**config.mk**
```make
export PLATFORM = sky130hd
export DESIGN_NAME = reg_write_queue
export DESIGN_NICKNAME = d
export VERILOG_FILES = /design/src/rtl/reg_write_queue.sv
export SDC_FILE = /design/constraint.sdc
export NUM_CORES = 1
export LEC_CHECK = 0
export BUFFER_PORTS_ARGS = -buffer_cell sky130_fd_sc_hd__buf_2
export CORE_MARGIN = 5
export CORE_UTILIZATION = 25
export DETAILED_ROUTE_END_ITERATION = 10
export GPL_TIMING_DRIVEN = 1
export PLACE_DENSITY = 0.5
export SLEW_MARGIN = 20
export SYNTH_ARGS = -nofsm -noshare
export SYNTH_HDL_FRONTEND = slang
export SYNTH_SLANG_ARGS = --single-unit
```
**constraint.sdc**
```tcl
create_clock -name clk -period 4.43 [get_ports clk]
set_input_delay 0.443 -clock clk [delete_from_list [all_inputs] [get_ports clk]]
set_output_delay 0.443 -clock clk [all_outputs]
set_load 0.005 [all_outputs]
```
**src/rtl/reg_write_queue.sv**
```systemverilog
// reg_write_queue: FIFO of pending register-file writes with a newest-first lookup bypass.
// Optional REG_WQ_COALESCE_EN merges a push into the tail entry when the addresses match.
module reg_write_queue #(
  parameter int DEPTH = 4
) (
  input  logic                     clk,
  input  logic                     reset_n,
  input  logic                     in_valid,
  output logic                     in_ready,
  input  logic [3:0]               in_addr,
  input  logic [31:0]              in_data,
  input  logic                     drain_en,
  output logic                     wr_en,
  output logic [3:0]               write_addr,
  output logic [31:0]              write_data,
  input  logic [3:0]               lookup_addr,
  output logic                     lookup_hit,
  output logic [31:0]              lookup_data,
  output logic [$clog2(DEPTH):0]   count,
  output logic                     full,
  output logic                     empty
);

  localparam int AW = $clog2(DEPTH);
  localparam int CW = AW + 1;

  logic [AW-1:0]  head_reg;
  logic [AW-1:0]  tail_reg;
  logic [CW-1:0]  count_reg;
  logic [3:0]     addr_mem [DEPTH];
  logic [31:0]    data_mem [DEPTH];

  logic full_int;
  logic empty_int;
  logic push;
  logic pop;
  logic coalesce;
  logic alloc;

  assign empty_int = (count_reg == '0);
  assign full_int  = (count_reg == CW'(DEPTH));
  assign push      = in_valid && !full_int;
  assign pop       = drain_en && !empty_int;

`ifdef REG_WQ_COALESCE_EN
  logic [AW-1:0] newest_idx;
  assign newest_idx = tail_reg - AW'(1);
  // A lone entry leaving this cycle cannot absorb the push; it gets a fresh slot.
  assign coalesce = push && !empty_int && (addr_mem[newest_idx] == in_addr) &&
                    !(pop && (count_reg == CW'(1)));
`else
  assign coalesce = 1'b0;
`endif

  assign alloc = push && !coalesce;

  always_ff @(posedge clk) begin
    if (alloc) begin
      addr_mem[tail_reg] <= in_addr;
      data_mem[tail_reg] <= in_data;
    end
`ifdef REG_WQ_COALESCE_EN
    else if (coalesce) begin
      data_mem[newest_idx] <= in_data;
    end
`endif
  end

  always_ff @(posedge clk) begin
    if (!reset_n) begin
      head_reg  <= '0;
      tail_reg  <= '0;
      count_reg <= '0;
    end else begin
      if (pop) begin
        head_reg <= head_reg + AW'(1);
      end
      if (alloc) begin
        tail_reg <= tail_reg + AW'(1);
      end
      count_reg <= count_reg + CW'(alloc) - CW'(pop);
    end
  end

  // Slot gi is live when its distance from head is below the occupancy.
  logic [DEPTH-1:0] match;
  for (genvar gi = 0; gi < DEPTH; gi++) begin : g_match
    logic [AW-1:0] age;
    assign age       = AW'(gi) - head_reg;
    assign match[gi] = ({1'b0, age} < count_reg) && (addr_mem[gi] == lookup_addr);
  end

  logic [AW-1:0] lookup_idx;
  logic          hit_int;
  logic [31:0]   hit_data;

  always_comb begin
    lookup_idx = '0;
    hit_int    = 1'b0;
    hit_data   = '0;
    // Walk oldest to newest so the newest match wins.
    for (int k = 0; k < DEPTH; k++) begin
      lookup_idx = head_reg + AW'(k);
      if (match[lookup_idx]) begin
        hit_int  = 1'b1;
        hit_data = data_mem[lookup_idx];
      end
    end
  end

  // Outputs are forced to their idle values while reset_n is low.
  assign in_ready    = !full_int || !reset_n;
  assign wr_en       = pop && reset_n;
  assign write_addr  = (reset_n && !empty_int) ? addr_mem[head_reg] : '0;
  assign write_data  = (reset_n && !empty_int) ? data_mem[head_reg] : '0;
  assign lookup_hit  = hit_int && reset_n;
  assign lookup_data = (hit_int && reset_n) ? hit_data : '0;
  assign count       = reset_n ? count_reg : '0;
  assign full        = full_int && reset_n;
  assign empty       = empty_int || !reset_n;

endmodule

```
---- Word-level counts from Yosys, hierarchy flattened ----
Memories as Yosys holds them, arrays and structs flattened. A register that Yosys moved wholly into a read port is not among the register bits.
Index checks and enable logic that the tools add are counted.
Widths: inputs -> output; s select.
operators by class
  add/subtract/negate cells ............... 10
  magnitude comparators ................... 8
  muxes and demuxes ....................... 26
  reductions and logical operators ........ 16
  equal/unequal tests ..................... 5
operators with widths
  cell                 count
  $mux 32              6
  $eq 4x4->1           4
  $lt 2x3->1           4
  $lt 2x3->1 const B   4
  $logic_and 1x1->1    10
  $mux 1               10
  $bmux 1 s2           4
  $mux 2               4
  $add 2x1->2 const B  2
  $add 2x2->2 const B  2
  $mux 4               1
  $sub 1x2->2 const A  2
  $sub 2x2->2 const A  2
  $add 3x1->3          1
  $eq 3x3->1 const B   1
  $logic_not 1->1      3
  $logic_not 3->1      1
  $mux 3               1
  $sub 3x1->3          1
  $logic_or 1x1->1     2
word-level totals
  logic and storage cells ................. 70
  memories kept ........................... 2
  register bits ........................... 7
  input port bits ......................... 44
  output and inout bits ................... 76
  bits in writable memories ............... 144
memory list
  memory    words  width  rd ports  clocked after Yosys merged registers in  wr ports  line  RTL
  data_mem  4      32     4         1                                        1         31    logic [31:0] data_mem [DEPTH];
  addr_mem  4      4      5         1                                        1         30    logic [3:0] addr_mem [DEPTH];

---- Longest topological paths before layout ----
Gate-level depths: netlist of run 1.
  depth in word-level cells ............... 11
  depth in mapped cells ................... 14
  mapped depth without buffers ............ 10

---- Worst setup path after synthesis of run 1 ----
OpenSTA, ideal clock, no wires.
  path type ............................... register -> output
  start point ............................. reg head_reg[0]
  end point ............................... out lookup_data[22]
  required time ........................... 3.987 ns
  arrival ................................. 2.824 ns
  path buffers ............................ 5
  slack ................................... 1.163 ns
  cell stages (with the launch flop) ...... 14
  cell sequence ........................... dfxtp_1 -> buf_2 -> buf_2 -> buf_2 -> buf_4 -> xnor2_1 -> ha_1 -> nor2b_1 -> o21a_1 -> or3_1 -> a21oi_2 -> buf_2 -> a21oi_1 -> a41oi_2
between the ends
  cells in the longest elaborated chain, start to end .. 11
  elaborated cells on any way between the ends .. 34
  those cells by class .................... add/sub (7); order compare (4); mux (17); reduce/logical (5); memory (1)
RTL lines
  what                                        line  RTL
  from (decl)                                 27    logic [AW-1:0] head_reg;
  from (signal assigned)                      76    head_reg <= head_reg + AW'(1);
  $sub 1x2->2 or $sub 2x2->2 (tied branches)  89    assign age = AW'(gi) - head_reg;
  $lt 2x3->1                                  90    assign match[gi] = ({1'b0, age} < count_reg) && (addr_mem[gi] == lookup_addr);
  $logic_and 1x1->1                           90
  $bmux 1 s2                                  104   if (match[lookup_idx]) begin
  $mux 1 (implied by the code)                104
  $mux 1 (4 in a row)                         104
  $logic_and 1x1->1                           117   assign lookup_data = (hit_int && reset_n) ? hit_data : '0;
  $mux 32 (*)                                 117
  to (decl)                                   18    output logic [31:0] lookup_data,
Mark *: on every way between the ends. The rest lies on a longest branch, timed or not. The select of a mux whose other input is x is not followed.

---- Worst setup path in the final report of run 1 ----
  start point ............................. reg count_reg[1]
  end point ............................... out lookup_data[14]
between the ends
  cells in the longest elaborated chain, start to end .. 10
  elaborated cells on any way between the ends .. 26
  those cells by class .................... order compare (4); mux (17); reduce/logical (5)
RTL lines
  what                          line  RTL
  from (decl)                   29    logic [CW-1:0] count_reg;
  from (signal assigned)        81    count_reg <= count_reg + CW'(alloc) - CW'(pop);
  $lt 2x3->1                    90
  $logic_and 1x1->1             90
  $bmux 1 s2                    104
  $mux 1 (implied by the code)  104
  $mux 1 (4 in a row)           104
  $logic_and 1x1->1             117
  $mux 32 (*)                   117
Marked as above.

==> impl_metrics.py, run 1 <==
metrics = {
    "clock_tree": {
        "cts_max_path_buffers": 2,
        "insertion_delay_ns": 0.44,
        "post_cts_buffers": 0,
        "cts_made_buffers": 17,
        "cts_resized": 0,
        "worst_setup_hold_path_clk_slew_ns": 0.07,
        "cts_sinks": 153,
        "htree_levels": 4,
        "root_buffer": "clkbuf_16",
        "cts_tree": "yes",
        "holdBufCountCts": 0,
    },
    "final_layout": {
        "final_common_cell": "edfxtp_1",
        "area_growth_syn_to_layout_pct": 17.7,
        "antenna_cells": 0,
        "drive_gt1_frac": 0.348,
        "nNetsFinal": 982,
        "largest_register_ffs": 128,
        "final_cell_mix": "edfxtp_1, buf_2, nand2_1",
        "stdcell_area_sq_um": 11600,
    },
    "global_routing": {
        "grt_max_degree": 72,
        "grt_overflow": 0,
        "grt_first_pass_wirelength_mm": 46.8,
        "antenna_found_initial": 1,
        "grtUsageTotal": 0.139,
        "grt_pass1_vias": 7420,
    },
    "die": {
        "die_w_um": 209,
        "io_pins": 120,
        "num_rows": 73,
        "start_util": 0.251,
        "dieArea_sq_um": 43700,
        "core-area_sq_um": 39500,
        "die_y_um": 209,
    },
    "drt": {
        "wl_mm": 31.0,
        "first_pass_iters": 5,
        "vias": 7415,
        "via_per_inst": 5.06,
        "routedWlPerCell_um": 21.2,
        "drc": 0,
        "drt_iter0_markers": 689,
        "ant_nets": 0,
    },
    "place": {
        "place.gp.congestion": 0.816,
        "place_area_sq_um": 11100,
        "dp_hpwl_mm": 21.0,
        "portBuffers": 119,
    },
    "synthesis": {
        "synth_async_sr_flop_share": 0,
        "syn_area_sq_um": 9900,
        "ys.flop_type": "edfxtp_1",
        "synth-edff-count": 144,
        "ys_seq_elements": 153,
        "netlist_instances": 841,
        "ys_types": 59,
        "synthesis.nets": 896,
        "seq_area_frac_synth": 0.455,
        "yosysWarnings": 0,
        "syn_avg_cell_area_sq_um": 11.8,
    },
    "sta": {
        "finalCritPeriodShare": 0.923,
        "final_max_slew_viol_count": 0,
        "rsz0062_at_grt": "false",
        "finClkSkew_ns": 0.00663,
        "max_slew_margin": 0.354,
        "fin_crit_ns": 4.09,
        "tightest_slew_ns": 0.968,
        "setup-tns-final_ns": 0,
        "max_freq_ghz": 0.245,
        "hold_violations": 0,
        "setup_viol_count_final": 0,
    },
    "critical_path": {
        "cp.buffers_inverters": 3,
        "cp-end-kind": "output pin",
        "required_ns": 3.99,
        "critPathMaxFanout": 23,
        "path_common_cell": "o21ai_0",
        "arrival_ns": 3.64,
        "cp_top_family": "compound AO/OA/AOI/OAI gates",
        "worstSetupStartpointType": "register",
        "max_stage_delay_ns": 0.45,
        "crit_type": "reg2out",
        "cp_slowest_cell": "a21oi_4",
        "path_cells": "inv_1, ha_1, o21ba_2, o21ai_0, o221ai_1, a21oi_4, buf_12, o21ai_0, a41oi_1, buf_2",
    },
    "run": {
        "drv_cap": 0,
    },
    "power": {
        "ir_worst_vdd_mv": 0.273,
        "powerDensity_nw_per_um2": 472,
        "p_leak_nw": 3.59,
    },
    "status": {
        "outcome": "finished, final reports clean",
    },
    "hold_path": {
        "worstHoldPathType": "in2reg",
    },
}
[per-layer routing]
metal,vias up,share of wire,track usage
li1,3451,-,-
met1,3697,0.45,0.183
met3,39,0.048,0.0293
met5,-,0.00058,0
met4,2,0.016,0.0380
met2,226,0.49,0.234
[cell families after synthesis]
logic type                 Yosys count  synth area share
AOI/OAI and AO/OA                  252             0.193
xor gates and xnor gates            22            0.0195
adders and majority gates           11            0.0147
buffers and inverters               89            0.0407
DFF                                153             0.455
muxes                              134             0.190
and+or+nand+nor                    180            0.0869
[Yosys cell counts, types with 2 or more instances]
master | n | area [sq um]
nand2b_1 | 3 | 18.8
mux2_2 | 64 | 721
inv_1 | 13 | 48.8
a21oi_1 | 65 | 325
and2_1 | 45 | 282
buf_2 | 34 | 170
mux4_2 | 36 | 811
ha_1 | 10 | 125
a41oi_2 | 29 | 472
nand4_1 | 3 | 18.8
xor2_1 | 5 | 43.8
o32ai_1 | 32 | 280
o211ai_1 | 2 | 15.0
a211oi_1 | 3 | 22.5
o21ai_1 | 60 | 300
clkbuf_1 | 36 | 135
nand2_1 | 70 | 263
buf_6 | 3 | 33.8
a31oi_1 | 2 | 12.5
nor3_1 | 3 | 15.0
a41oi_1 | 2 | 17.5
mux2i_1 | 32 | 320
nor2b_1 | 4 | 25.0
edfxtp_1 | 144 | 4320
nor2_1 | 46 | 173
xnor2_1 | 17 | 149
o21ai_0 | 10 | 50.1
dfxtp_1 | 9 | 180
a22oi_1 | 29 | 218
[power breakdown]
group          internal, W  leakage [nW]  total [W]  switching (W)
clock network     0.000782         0.274    0.00141       0.000631
registers          0.00177          1.40    0.00196       0.000184
logic             0.000918          1.92    0.00213        0.00121
[per-stage QoR]
step,utilization,setup slack [ns],hold slack [ns],std cells,total power (W)
2_1_floorplan,-,1.16,0.538,841,0.00346
3_3_place_gp,0.281,0.901,0.563,1433,0.00412
3_5_place_dp,0.281,0.794,0.569,1433,0.00414
4_1_cts,0.295,0.323,0.185,1465,0.00558
5_1_grt,0.295,0.142,0.192,1465,0.00582
6_report,0.295,0.343,0.210,1465,0.00550
[final timing paths]
path         cells after the start               to    startpoint  slack (ns)
max reg2reg                      4   data_mem[0][8]  count_reg[0]        1.71
min                              1  data_mem[2][30]   in_data[30]        0.21
min reg2reg                      2      tail_reg[0]   tail_reg[0]        0.58
max                             10  lookup_data[14]  count_reg[1]        0.34
[final cells by class]
type | count | area, sq um
Timing Repair Buffer | 142 | 793
Multi-Input combinational cell | 599 | 5070
Sequential cell | 153 | 4510
Inverter | 14 | 52.6
Tap cell | 525 | 657
Clock buffer | 17 | 425
Clock inverter | 15 | 140
Fill cell | 4075 | 27800
Note: power is estimated with default switching activity, not from simulation.
==> run 2, diff against run 1 <==
- PLACE_DENSITY: 0.5 -> 0.4
==> impl_metrics.py, run 2 (synthesized netlist as in run 1, its figures left out) <==
metrics = {
    "clock_tree": {
        "holdBufCountCts": 0,
        "htree_levels": 4,
        "worst_setup_hold_path_clk_slew_ns": 0.07,
        "root_buffer": "clkbuf_16",
        "cts_sinks": 153,
        "insertion_delay_ns": 0.44,
        "cts_max_path_buffers": 2,
        "cts_tree": "yes",
        "cts_made_buffers": 17,
        "cts_resized": 0,
        "post_cts_buffers": 0,
    },
    "final_layout": {
        "nNetsFinal": 992,
        "area_growth_syn_to_layout_pct": 18.6,
        "drive_gt1_frac": 0.351,
        "final_cell_mix": "edfxtp_1, buf_2, nand2_1",
        "largest_register_ffs": 128,
        "final_common_cell": "edfxtp_1",
        "final.fill_count": 4068,
        "final_util": 0.298,
    },
    "sta": {
        "setup_slack_ns": 0.372,
        "rsz0062_at_grt": "false",
        "max_freq_ghz": 0.246,
        "hold_violations": 0,
        "final_max_slew_viol_count": 0,
        "max_slew_margin": 0.349,
        "setup_viol_count_final": 0,
        "tightest_slew_ns": 0.976,
        "finalCritPeriodShare": 0.916,
        "fin_crit_ns": 4.06,
        "finClkSkew_ns": 0.0144,
        "setup-tns-final_ns": 0,
    },
    "global_routing": {
        "grt_pass1_vias": 7682,
        "grt_max_degree": 93,
        "grt_overflow": 0,
        "grtUsageTotal": 0.151,
        "grt_first_pass_wirelength_mm": 49.8,
        "antenna_found_initial": 3,
    },
    "critical_path": {
        "path_cells": "buf_4, inv_1, a311oi_1, o211ai_1, a21oi_4, buf_4, o21ai_0, a41oi_1, buf_2",
        "arrival_ns": 3.61,
        "max_stage_delay_ns": 0.50,
        "path_common_cell": "buf_4",
        "cp_slowest_cell": "dfxtp_4",
        "cp-end-kind": "output pin",
        "cp_top_family": "compound AO/OA/AOI/OAI gates",
        "crit_type": "reg2out",
        "required_ns": 3.99,
        "worstSetupStartpointType": "register",
        "cp.buffers_inverters": 4,
        "critPathMaxFanout": 34,
    },
    "die": {
        "die_w_um": 209,
        "start_util": 0.251,
        "dieArea_sq_um": 43700,
        "io_pins": 120,
        "core-area_sq_um": 39500,
        "die_y_um": 209,
        "num_rows": 73,
    },
    "power": {
        "ir_worst_vdd_mv": 0.275,
        "powerDensity_nw_per_um2": 478,
        "p_leak_nw": 3.63,
    },
    "place": {
        "dp_slack_ns": 0.787,
        "portBuffers": 119,
        "place.gp.congestion": 0.747,
        "dp_hpwl_mm": 21.7,
    },
    "drt": {
        "drt_iter0_markers": 510,
        "vias": 7432,
        "via_per_inst": 5.04,
        "ant_nets": 0,
        "drc": 0,
        "wl_mm": 33.5,
        "first_pass_iters": 5,
        "routedWlPerCell_um": 22.7,
    },
    "hold_path": {
        "worstHoldPathType": "in2reg",
    },
    "status": {
        "outcome": "finished, final reports clean",
    },
    "run": {
        "drv_cap": 0,
    },
}
==> run 2: cell types whose count changed in the layout (fill, tap and decap cells not counted), sizes merged <==
| cell | before | now |
|---|---|---|
| diode | 0 | 1 |
| clkbuf | 17 | 18 |
| clkinvlp | 2 | 5 |
| inv | 20 | 14 |
| buf | 142 | 152 |
| bufinv | 1 | 3 |
==> run 2: final timing paths <==
path,from,to,slack (ns),cells after the start
worst max register to register,count_reg[0],data_mem[3][16],1.62,4
worst min-delay path,in_data[14],data_mem[2][14],0.22,1
worst max-delay path,head_reg[0],lookup_data[14],0.37,9
worst min register to register,tail_reg[0],tail_reg[0],0.58,2
==> run 2: where the power goes <==
group | switching [W] | internal, W
combinational | 0.00123 | 0.000936
clock | 0.000597 | 0.000876
sequential | 0.000206 | 0.00177
==> run 2: per-stage QoR <==
stage | instances | instance area, sq um | hold WS, ns | power, W
finish | 1476 | 11700 | 0.222 | 0.00562
global route | 1476 | 11700 | 0.200 | 0.00594
floorplan | 841 | 9900 | 0.538 | 0.00346
CTS | 1475 | 11700 | 0.192 | 0.00569
detailed placement | 1443 | 11200 | 0.578 | 0.00419
global placement | 1443 | 11200 | 0.579 | 0.00421
==> run 2: area by class of cell <==
cell class / instances / area [sq um] / area share
multi-input cells: 599 / 5070 / 0.431
flip-flops and latches: 153 / 4510 / 0.384
repair buffers: 152 / 868 / 0.0739
well taps: 525 / 657 / 0.0559
clock buffers: 18 / 429 / 0.0365
clock inverters: 14 / 156 / 0.0133
inverters: 14 / 52.6 / 0.00447
diodes: 1 / 2.50 / 0.000213
==> run 2: worst reg2reg max path: cells and delay by family (launching register included) <==
kind / cells / cell delay (ns)
AOI/OAI and AO/OA: 1 / 0.48
buffers and inverters: 1 / 0.48
DFF: 1 / 0.62
and+or+nand+nor: 2 / 0.86
==> run 2: routing by layer <==
metal  routed length, um  GRT usage  vias up
li1                    -          -     3481
met4                 614     0.0446        4
met1               15700      0.207     3676
met2               15700      0.244      227
met3                1430     0.0285       44
met5                  18          0        -
==> run 3, diff against run 2 <==
- CELL_PAD_IN_SITES_DETAIL_PLACEMENT: not set -> 1
- CELL_PAD_IN_SITES_GLOBAL_PLACEMENT: not set -> 1
- PLACE_DENSITY: 0.4 -> 0.47
==> impl_metrics.py, run 3 (synthesized netlist as in run 1, its figures left out) <==
metrics = {
    "status": {
        "outcome": "finished, final reports clean",
    },
    "sta": {
        "finalCritPeriodShare": 0.926,
        "fin_crit_ns": 4.10,
        "setup_viol_count_final": 0,
        "final_max_slew_viol_count": 0,
        "hold_violations": 0,
        "rsz0062_at_grt": "false",
        "tightest_slew_ns": 0.930,
        "holdWs_ns": 0.226,
        "max_freq_ghz": 0.244,
        "setup_slack_ns": 0.327,
        "setup-tns-final_ns": 0,
        "finClkSkew_ns": 0.0125,
        "max_slew_margin": 0.380,
    },
    "global_routing": {
        "antenna_found_initial": 2,
        "grt_overflow": 0,
        "grtUsageTotal": 0.156,
        "grt_pass1_vias": 8009,
        "grt_max_degree": 92,
        "grt_first_pass_wirelength_mm": 52.1,
    },
    "power": {
        "ir_worst_vdd_mv": 0.278,
        "p_leak_nw": 3.65,
        "powerDensity_nw_per_um2": 482,
    },
    "critical_path": {
        "worstSetupStartpointType": "register",
        "startpoint": "count_reg[1]",
        "critPathMaxFanout": 33,
        "reg2reg_depth": 4,
        "cp-end-kind": "output pin",
        "arrival_ns": 3.66,
        "crit_end": "lookup_data[14]",
        "cp_top_family": "compound AO/OA/AOI/OAI gates",
        "r2r_start": "count_reg[0]",
        "reg2reg_to": "data_mem[2][14]",
        "crit_type": "reg2out",
        "required_ns": 3.99,
        "cp.buffers_inverters": 3,
        "path_cells": "inv_1, ha_1, or2_2, a21oi_1, a2bb2oi_4, buf_4, mux2_4, o21ai_1, a41oi_1, buf_2",
        "timing.reg2reg.setup_slack_ns": 1.75,
        "cp.depth": 10,
        "max_stage_delay_ns": 0.59,
        "cp_slowest_cell": "mux2_4",
    },
    "clock_tree": {
        "cts_sinks": 153,
        "worst_setup_hold_path_clk_slew_ns": 0.07,
        "htree_levels": 4,
        "cts_made_buffers": 17,
        "cts_max_path_buffers": 2,
        "root_buffer": "clkbuf_16",
        "insertion_delay_ns": 0.43,
        "cts_resized": 0,
        "cts_tree": "yes",
    },
    "place": {
        "dp_hpwl_mm": 23.5,
        "portBuffers": 119,
        "place_area_sq_um": 11200,
        "dp_slack_ns": 0.687,
        "place.gp.congestion": 0.760,
    },
    "drt": {
        "ant_nets": 0,
        "first_pass_iters": 5,
        "drt_iter0_markers": 340,
        "vias": 7440,
        "routedWlPerCell_um": 23.5,
        "drc": 0,
        "wl_mm": 34.7,
        "via_per_inst": 5.04,
    },
    "final_layout": {
        "drive_gt1_frac": 0.354,
        "nNetsFinal": 992,
        "largest_register_ffs": 128,
        "final_common_cell": "edfxtp_1",
        "seq_area_sq_um": 4510,
        "final_cell_mix": "edfxtp_1, buf_2, nand2_1",
        "stdcell_area_sq_um": 11800,
        "area_growth_syn_to_layout_pct": 18.9,
        "antenna_cells": 0,
        "multi_input_area_sq_um": 5070,
        "final.fill_count": 4399,
    },
    "die": {
        "io_pins": 120,
        "die_y_um": 209,
        "dieArea_sq_um": 43700,
        "core-area_sq_um": 39500,
        "die_w_um": 209,
        "start_util": 0.251,
        "num_rows": 73,
    },
    "run": {
        "drv_cap": 0,
    },
    "hold_path": {
        "worstHoldPathType": "in2reg",
    },
}
[run 3: cell count changes in the layout (fill, tap and decap cells not counted)]
| cell | change |
|---|---|
| inv_6 | +3 |
| clkinv_4 | +1 |
| clkinvlp_4 | -1 |
| clkbuf_1 | +1 |
| diode_2 | -1 |
| clkinv_1 | -4 |
| buf_12 | +1 |
| buf_4 | -1 |
[run 3: area by class of cell]
type	instances	area share
Multi-Input combinational cell	599	0.430
Sequential cell	153	0.383
Timing Repair Buffer	152	0.0748
Tap cell	525	0.0558
Clock buffer	19	0.0368
Clock inverter	13	0.0143
Inverter	14	0.00446
[run 3: worst min path at each step]
stage,from,endpoint,depth (start not counted)
6_report,in_addr[2],addr_mem[2][2],1
5_1_grt,in_data[23],data_mem[2][23],1
4_1_cts,in_data[24],data_mem[1][24],1
3_5_place_dp,tail_reg[0],tail_reg[0],2
3_3_place_gp,tail_reg[0],tail_reg[0],2
2_1_floorplan,tail_reg[0],tail_reg[0],2
[run 3: routing by layer]
metal / vias to the layer above / track usage / part of all wire
met5: - / 0 / 0.00058
met2: 145 / 0.268 / 0.49
met1: 3804 / 0.211 / 0.47
met4: 2 / 0.0279 / 0.0063
li1: 3475 / - / -
met3: 14 / 0.0249 / 0.032
[run 3: timing repair]
action,CTS,global route
hold endpoints to repair,0,0
endpoints found under the setup margin,0,1
hold buffers,0,0
setup buffers,0,2
[run 3: worst reg2reg max path, stage by stage, from the launching register on]
cell	delay, ns
dfxtp_1	0.58
nor2_1	0.19
a21boi_1	0.52
and2_2	0.47
buf_4	0.53
[run 3: power breakdown]
part | leakage, nW | internal (W) | switching, W | total (W)
logic | 1.97 | 0.000938 | 0.00126 | 0.00219
clock network | 0.281 | 0.000892 | 0.000622 | 0.00151
registers | 1.40 | 0.00177 | 0.000189 | 0.00196
[run 3: stage by stage]
step | total power [W] | cells | utilization
3_5_place_dp | 0.00421 | 1441 | 0.283
2_1_floorplan | 0.00346 | 841 | -
3_3_place_gp | 0.00422 | 1441 | 0.283
4_1_cts | 0.00575 | 1473 | 0.298
6_report | 0.00567 | 1475 | 0.298
5_1_grt | 0.00600 | 1475 | 0.298
